**src/rtl/i2c_regfile_ctrl.sv**
```systemverilog
// Register-file sequencer for i2c_simple_slave: pointer byte, auto-increment writes with
// SCL stretch per commit, streaming reads. Optional write lock via I2C_REGFILE_LOCK_EN.
module i2c_regfile_ctrl #(
  parameter logic [6:0] I2C_ADDRESS   = 7'h42,
  parameter int         ADDR_W        = 4,
  parameter int         COMMIT_CYCLES = 2
) (
  input  logic                         clk,
  input  logic                         rst,
  input  logic [7:0]                   i2c_addr_rw,
  input  logic                         i2c_addr_rw_valid_stb,
  input  logic [7:0]                   i2c_data_rx,
  input  logic                         i2c_data_rx_valid_stb,
  input  logic                         i2c_data_tx_loaded_stb,
  input  logic                         i2c_error_stb,
  output logic [7:0]                   i2c_data_tx,
  output logic                         stall,
  output logic [8*(2**ADDR_W)-1:0]     regs_flat,
  output logic                         wr_stb,
  output logic [ADDR_W-1:0]            wr_addr,
  output logic [7:0]                   wr_data,
  output logic [ADDR_W-1:0]            ptr
);

  localparam int         NUM_REGS = 2**ADDR_W;
  localparam logic [3:0] CNT_LAST = 4'(COMMIT_CYCLES - 1);

  typedef enum logic [2:0] {S_IDLE, S_PTR, S_WRITE, S_COMMIT, S_READ} state_t;

  state_t              r_state, w_state_next;
  logic [ADDR_W-1:0]   r_ptr, w_ptr_next, w_ptr_inc;
  logic [3:0]          r_cnt, w_cnt_next;
  logic [7:0]          r_tx, w_tx_next;
  logic [7:0]          r_regs [NUM_REGS];
  logic                r_stall;
  logic                r_wr_stb;
  logic [ADDR_W-1:0]   r_wr_addr;
  logic [7:0]          r_wr_data;
  logic                w_we;
  logic                w_locked;

  assign w_ptr_inc = r_ptr + 1'b1;

`ifdef I2C_REGFILE_LOCK_EN
  // Bit 7 of reg 0 freezes every register except reg 0 itself.
  assign w_locked = r_regs[0][7] && (r_ptr != '0);
`else
  assign w_locked = 1'b0;
`endif

  always_comb begin
    w_state_next = r_state;
    w_ptr_next   = r_ptr;
    w_cnt_next   = r_cnt;
    w_tx_next    = r_tx;
    w_we         = 1'b0;
    if (i2c_error_stb) begin
      w_state_next = S_IDLE;
      w_cnt_next   = '0;
    end else if (i2c_addr_rw_valid_stb) begin
      w_cnt_next = '0;
      if (i2c_addr_rw[7:1] != I2C_ADDRESS) begin
        w_state_next = S_IDLE;
      end else if (i2c_addr_rw[0]) begin
        w_state_next = S_READ;
        w_tx_next    = r_regs[r_ptr];
      end else begin
        w_state_next = S_PTR;
      end
    end else begin
      case (r_state)
        S_PTR: begin
          if (i2c_data_rx_valid_stb) begin
            w_ptr_next   = i2c_data_rx[ADDR_W-1:0];
            w_state_next = S_WRITE;
          end
        end
        S_WRITE: begin
          if (i2c_data_rx_valid_stb) begin
            w_ptr_next = w_ptr_inc;
            if (!w_locked) begin
              w_we         = 1'b1;
              w_state_next = S_COMMIT;
              w_cnt_next   = '0;
            end
          end
        end
        S_COMMIT: begin
          // A new accepted byte restarts the stretch; a dropped one only moves the pointer.
          if (i2c_data_rx_valid_stb && !w_locked) begin
            w_we       = 1'b1;
            w_ptr_next = w_ptr_inc;
            w_cnt_next = '0;
          end else begin
            if (i2c_data_rx_valid_stb) w_ptr_next = w_ptr_inc;
            if (r_cnt == CNT_LAST) begin
              w_state_next = S_WRITE;
              w_cnt_next   = '0;
            end else begin
              w_cnt_next = r_cnt + 4'd1;
            end
          end
        end
        S_READ: begin
          if (i2c_data_tx_loaded_stb) begin
            w_ptr_next = w_ptr_inc;
            w_tx_next  = r_regs[w_ptr_inc];
          end
        end
        default: ;
      endcase
    end
  end

  always_ff @(posedge clk or posedge rst) begin
    if (rst) begin
      r_state   <= S_IDLE;
      r_ptr     <= '0;
      r_cnt     <= '0;
      r_tx      <= '0;
      r_stall   <= 1'b0;
      r_wr_stb  <= 1'b0;
      r_wr_addr <= '0;
      r_wr_data <= '0;
    end else begin
      r_state  <= w_state_next;
      r_ptr    <= w_ptr_next;
      r_cnt    <= w_cnt_next;
      r_tx     <= w_tx_next;
      r_stall  <= (w_state_next == S_COMMIT);
      r_wr_stb <= w_we;
      if (w_we) begin
        r_wr_addr <= r_ptr;
        r_wr_data <= i2c_data_rx;
      end
    end
  end

  generate
    for (genvar gi = 0; gi < NUM_REGS; gi++) begin : g_reg
      always_ff @(posedge clk or posedge rst) begin
        if (rst) begin
          r_regs[gi] <= '0;
        end else if (w_we && (r_ptr == ADDR_W'(gi))) begin
          r_regs[gi] <= i2c_data_rx;
        end
      end
      assign regs_flat[8*gi +: 8] = r_regs[gi];
    end
  endgenerate

  assign i2c_data_tx = r_tx;
  assign stall       = r_stall;
  assign wr_stb      = r_wr_stb;
  assign wr_addr     = r_wr_addr;
  assign wr_data     = r_wr_data;
  assign ptr         = r_ptr;

endmodule
```
**config.mk**
```make
export PLATFORM = sky130hd
export DESIGN_NAME = i2c_regfile_ctrl
export DESIGN_NICKNAME = d
export VERILOG_FILES = /design/src/rtl/i2c_regfile_ctrl.sv
export SDC_FILE = /design/constraint.sdc
export NUM_CORES = 1
export LEC_CHECK = 0
export CORE_MARGIN = 5
export CORE_UTILIZATION = 52
export CTS_CLUSTER_SIZE = 10
export DETAILED_ROUTE_END_ITERATION = 6
export PLACE_DENSITY = 0.81
export REMOVE_ABC_BUFFERS = 1
export SYNTH_ARGS = -nofsm -noshare
export SYNTH_HDL_FRONTEND = slang
export SYNTH_SLANG_ARGS = --single-unit
export TNS_END_PERCENT = 5
```
**constraint.sdc**
```tcl
create_clock -name clk -period 7.8 [get_ports clk]
set_clock_uncertainty 0.1 [all_clocks]
set_input_delay 1.56 -clock clk [delete_from_list [all_inputs] [get_ports clk]]
set_output_delay 1.56 -clock clk [all_outputs]
set_load 0.1 [all_outputs]
```
* Yosys cells after proc, flatten, opt, wreduce, memory -nomap -nowiden *
Cells that the tools add are included.

operators by class
  $add $sub $neg = 2
  $lt $le $gt $ge = 2
  equality and inequality tests = 28
  muxes and demuxes = 34
  bitwise operators = 4
  reductions and logical operators = 25

operators with widths
  cell                                                 number
  two-way mux 8 bit                                    9
  binary-select mux 8 bit (select 4 bit)               2
  equality test 4 bit, second input constant           8
  two-way mux 4 bit                                    8
  two-way mux 3 bit                                    8
  equality test 4 x 3 -> 1 bit, second input constant  4
  logical AND 1 bit                                    16
  case mux 4 bit (3 select lines)                      1
  >= comparator 5 bit, second input constant           2
  NOT 4 -> 5 bit                                       2
  equality test 3 x 2 -> 1 bit, second input constant  3
  case mux 3 bit (3 select lines)                      1
  adder 4 x 1 -> 4 bit, second input constant          2
  equality test 4 x 1 -> 1 bit, second input constant  2
  equality test 4 x 2 -> 1 bit, second input constant  2
  != test 2 bit, second input constant                 4
  case mux 4 bit (2 select lines)                      1
  != test 7 bit, second input constant                 1
  AND reduction 6 bit                                  1
  AND reduction 5 bit                                  1
  zero test 4 bit                                      1
  two-way mux 1 bit                                    4
  != test 4 bit, second input constant                 1
  nonzero test 2 bit                                   2
  8 further kinds                                      9

storage, ports and cells
  flip-flop bits (word level) = 161
  input bits = 22
  output and inout bits = 154
  word-level logic and storage cells = 119

* Depth between registers and ports, before layout *
  word-level depth = 8
  gate-level depth with buffers = 12
  depth with buffers taken out = 7

* Worst setup path after synthesis *
Ideal clock, no wire load.

  kind = reg2reg
  start = register r_ptr[0], in the netlist ptr[0]
  end = register r_tx[1], in the netlist i2c_data_tx[1]
  library setup time = 0.135 ns
  data arrival time = 3.207 ns
  required time = 7.565 ns
  setup slack = 4.358 ns
  stages on the path, launching flop included = 13
  period minus slack after synthesis = 3.442 ns
  path through = dfrtp_1 -> buf_4 -> buf_8 -> buf_6 -> buf_2 -> inv_1 -> ha_1 -> clkbuf_2 -> clkbuf_1 -> mux4_2 -> mux2i_1 -> a32o_1 -> o31ai_1

on the way
  cells in the longest elaborated chain, start to end = 8
  elaborated cells on any way between the ends = 14
  those cells by class = 1 x add/sub; 11 x mux; 2 x bitwise

ends and longest elaborated chain
  element                                                RTL line  RTL
  start: declaration                                     31        logic [ADDR_W-1:0] r_ptr, w_ptr_next, w_ptr_inc;
  start signal: assignment                               127       r_ptr <= w_ptr_next;
  adder 4 x 1 -> 4 bit                                   42        assign w_ptr_inc = r_ptr + 1'b1;
  NOT 4 -> 5 bit (not written as such)                   107       w_tx_next = r_regs[w_ptr_inc];
  binary-select mux 8 bit (select 4 bit)                 107
  two-way mux 8 bit (not written as such) (2 in series)  107
  two-way mux 8 bit                                      105       if (i2c_data_tx_loaded_stb) begin
  two-way mux 8 bit                                      71        case (r_state)
  two-way mux 8 bit (*)                                  60        end else if (i2c_addr_rw_valid_stb) begin
  end signal: assignment                                 129       r_tx <= w_tx_next;
  end: declaration                                       33        logic [7:0] r_tx, w_tx_next;

Mark *: on every way between the ends. The rest lies on a longest branch, timed or not. The select of a mux whose other input is x is not followed.
A chain may end at the register's enable or synchronous reset.

* Worst setup path after layout *
  start = register r_ptr[2], in the netlist ptr[2]
  end = output ptr[2]

RTL lines
  element           RTL line  RTL
  end: declaration  22        output logic [ADDR_W-1:0] ptr

No word-level cell between the ends.

==> flow_metrics.py <==
metrics = {
    "power": {
        "power_switching_share": 0.3267,
        "pwr-share-seq": 0.392,
        "p_switching_uw": 745.7,
        "comb_power_share": 0.224,
        "power_uw": 2282,
        "power_leakage_uw": 0.004928,
        "p_per_area_nw_per_um2": 207.6,
        "pwr-share-clk": 0.384,
        "p_int_uw": 1537,
        "ir_drop_mv": 0.1578,
    },
    "placement": {
        "dp_cells": 966,
        "gp_congestion": 0.9009,
        "port_buffers": 175,
        "place_hpwl_um": 17380,
    },
    "cells_and_area": {
        "fillers": 1168,
        "nets": 793,
        "syn2layout_area_growth_pct": 28.32,
        "instances_no_fill": 998,
        "n_antenna_cell": 0,
        "layout-drive-gt1-share": 0.2931,
    },
    "routing": {
        "drcViolationCount": 0,
        "viasPerCell": 6.316,
        "finalWirelength_um": 25120,
        "ant_nets": 0,
        "dr.pass1.iters": 5,
        "vias": 6303,
        "routedWlPerCell_um": 25.17,
        "drt_first_iter_violations": 631,
    },
    "timing": {
        "hold_viol": 0,
        "max_freq_mhz": 238.1,
        "maxSlewViolCount": 0,
        "rsz0062_at_grt": "no",
        "finalSetupViolCount": 0,
        "post-route-period-util": 0.5384,
        "period_minus_slack_ns": 4.200,
        "hold_slack_ns": 0.3936,
        "final.setup.tns_ns": 0,
        "max-slew-margin-rel": 0.2803,
        "worstMarginPinSlew_ns": 1.076,
    },
    "yosys": {
        "synthFlopType": "dfrtp_1",
        "ys_seq_area_frac": 0.4703,
        "syn-instance-count": 610,
        "async_reset_ff_frac": 1.000,
        "synth_warnings": 0,
        "syn_area_um2": 8567,
        "synth_edf_count": 0,
        "avgSynthCellArea_um2": 14.04,
        "ys_ff_latch": 161,
        "synth_cell_type_count": 55,
    },
    "worst_setup_path": {
        "cp_top_family": "buffers and inverters",
        "slowest_stage": "clkdlybuf4s50_1",
        "max_stage_delay_ns": 1.27,
        "endpoint": "ptr[2]",
        "path_depth": 1,
        "crit_fanout": 17,
        "regToRegStartpoint": "ptr[0]",
        "path_class": "reg2out",
        "critPathCaptureType": "primary output",
        "path_cells": "clkdlybuf4s50_1",
        "cp_num_buf_inv": 1,
        "crit_start": "ptr[2]",
        "worst_ep_required_time_ns": 6.14,
        "arrival_ns": 2.54,
        "r2r_cells": 8,
        "ff2ff_setup_slack_ns": 3.75,
        "reg2reg_to": "i2c_data_tx[7]",
        "start_kind": "flop",
    },
    "global_routing": {
        "grt.met3_usage": 0.06941,
        "track_usage": 0.2637,
        "first_global_vias": 6404,
        "grt_max_degree": 101,
        "grt_pass1_wl_um": 38970,
        "antenna_found_initial": 0,
        "grt.busiest_layer": "met2",
        "grt_use_met2": 0.4116,
        "overflow": 0,
        "grtUsageMet1": 0.3627,
    },
    "clocking": {
        "cts-htree-levels": 4,
        "cts_resized": 0,
        "clock_latency_ns": 0.44,
        "cts_sinks": 161,
        "hold_buffers": 0,
        "clk_pin_slew_ns": 0.06,
        "cts_setup_buffers": 0,
        "cts_root_buffer": "clkbuf_16",
        "cts_buffers": 17,
        "clk_path_buf_depth": 2,
        "cts_tree": "yes",
    },
    "worst_hold_path": {
        "hp-class": "reg2reg",
    },
    "die": {
        "core_area_um2": 16350,
        "die_h_um": 138.4,
        "die_w_um": 138.4,
        "dieArea_um2": 19140,
        "core.rowCount": 47,
        "initial_utilization": 0.5240,
        "ioPinCount": 176,
    },
    "outcome": {
        "status": "complete, no violations",
    },
    "flow_run": {
        "cap_violations": 0,
    },
}
## kinds of logic (layout without fill, tap and decap cells)
group / after synthesis / after routing / share of synthesized area
multiplexers: 209 / 209 / 0.3569
flip-flops: 161 / 161 / 0.4703
AND/OR/NAND/NOR: 113 / 113 / 0.06704
AO/OA/AOI/OAI: 67 / 67 / 0.05871
buffers and inverters: 51 / 219 / 0.03301
adder cells (fa/ha/maj): 6 / 6 / 0.008763
XOR/XNOR: 3 / 3 / 0.005259
## sequential cells by signal (all words and copies together) (netlist names)
name         count
regs_flat      128
i2c_data_tx      8
wr_data          8
ptr              4
r_cnt            4
wr_addr          4
r_state          3
stall            1
wr_stb           1
## per-layer routing
| layer | routed length (um) | share of wire | vias to the layer above |
|---|---|---|---|
| met1 | 10300 | 0.41 | 3239 |
| li1 | - | - | 2620 |
| met4 | 558 | 0.022 | 0 |
| met5 | 0 | 0 | - |
| met2 | 12020 | 0.48 | 396 |
| met3 | 2232 | 0.089 | 48 |
## how the worst min path moves through the flow
stage                     depth (start not counted)  slack, ns  startpoint    endpoint
after floorplan                                   2       0.39    r_cnt[3]    r_cnt[3]
after global placement                            2       0.39  wr_data[1]  wr_data[1]
after detailed placement                          2       0.38  wr_data[1]  wr_data[1]
after CTS                                         2       0.40  wr_data[1]  wr_data[1]
after global routing                              2       0.43  wr_data[1]  wr_data[1]
final                                             2       0.39  wr_data[1]  wr_data[1]
## power by group through the flow
stage               Combinational, uW  Sequential, uW  Clock, uW
floorplan                         216            1060          0
global placement                  501             909          0
detailed placement                509             910          0
CTS                               511             895        878
global route                      533             899        918
finish                            511             895        876
## Yosys cell counts (5+ instances only)
master / n / area (um^2)
dfrtp_1: 161 / 4029
mux2_4: 28 / 420.4
mux2_1: 6 / 67.56
a22o_1: 8 / 70.07
inv_1: 6 / 22.52
mux2_2: 94 / 1059
clkbuf_1: 13 / 48.80
a32o_1: 8 / 80.08
mux4_2: 56 / 1261
o31ai_1: 8 / 60.06
nor2_1: 7 / 26.28
nand3_1: 6 / 30.03
buf_4: 9 / 67.56
mux2i_1: 25 / 250.2
a21oi_1: 6 / 30.03
o21ai_0: 10 / 50.05
ha_1: 6 / 75.07
o221ai_1: 8 / 70.07
a211oi_1: 9 / 67.56
nand2_1: 67 / 251.5
buf_1: 8 / 30.03
buf_2: 6 / 30.03
buf_6: 5 / 56.30
nand4_1: 5 / 31.28
## layout by cell type (no fill, tap or decap), types with 6 or more instances in the layout
cell type / count
clkbuf_16: 17
a32o_1: 8
nand3_1: 6
ha_1: 6
nor2_1: 7
mux2i_1: 25
o21ai_0: 10
a21oi_1: 6
mux4_2: 56
a211oi_1: 9
o31ai_1: 8
mux2_2: 94
mux2_4: 28
o221ai_1: 8
dfrtp_1: 160
mux2_1: 6
a22o_1: 8
nand2_1: 67
clkdlybuf4s50_1: 175
## stage by stage
| step | utilization | cell area, um^2 | worst slack [ns] |
|---|---|---|---|
| 2_1_floorplan | - | 8314 | 1.792 |
| 3_3_place_gp | 0.6349 | 10380 | 3.494 |
| 3_5_place_dp | 0.6349 | 10380 | 3.423 |
| 4_1_cts | 0.6724 | 10990 | 3.608 |
| 5_1_grt | 0.6724 | 10990 | 3.495 |
| 6_report | 0.6724 | 10990 | 3.600 |
## final cells by class
cell class / count / area, um^2 / area share
clock buffers: 20 / 456.7 / 0.04154
clock inverters: 12 / 156.4 / 0.01423
inverters: 8 / 35.03 / 0.003187
multi-input cells: 398 / 4255 / 0.3871
flip-flops and latches: 161 / 4033 / 0.3668
well taps: 220 / 275.3 / 0.02504
repair buffers: 179 / 1782 / 0.1621
No activity file was read; power rests on OpenSTA's default activity.
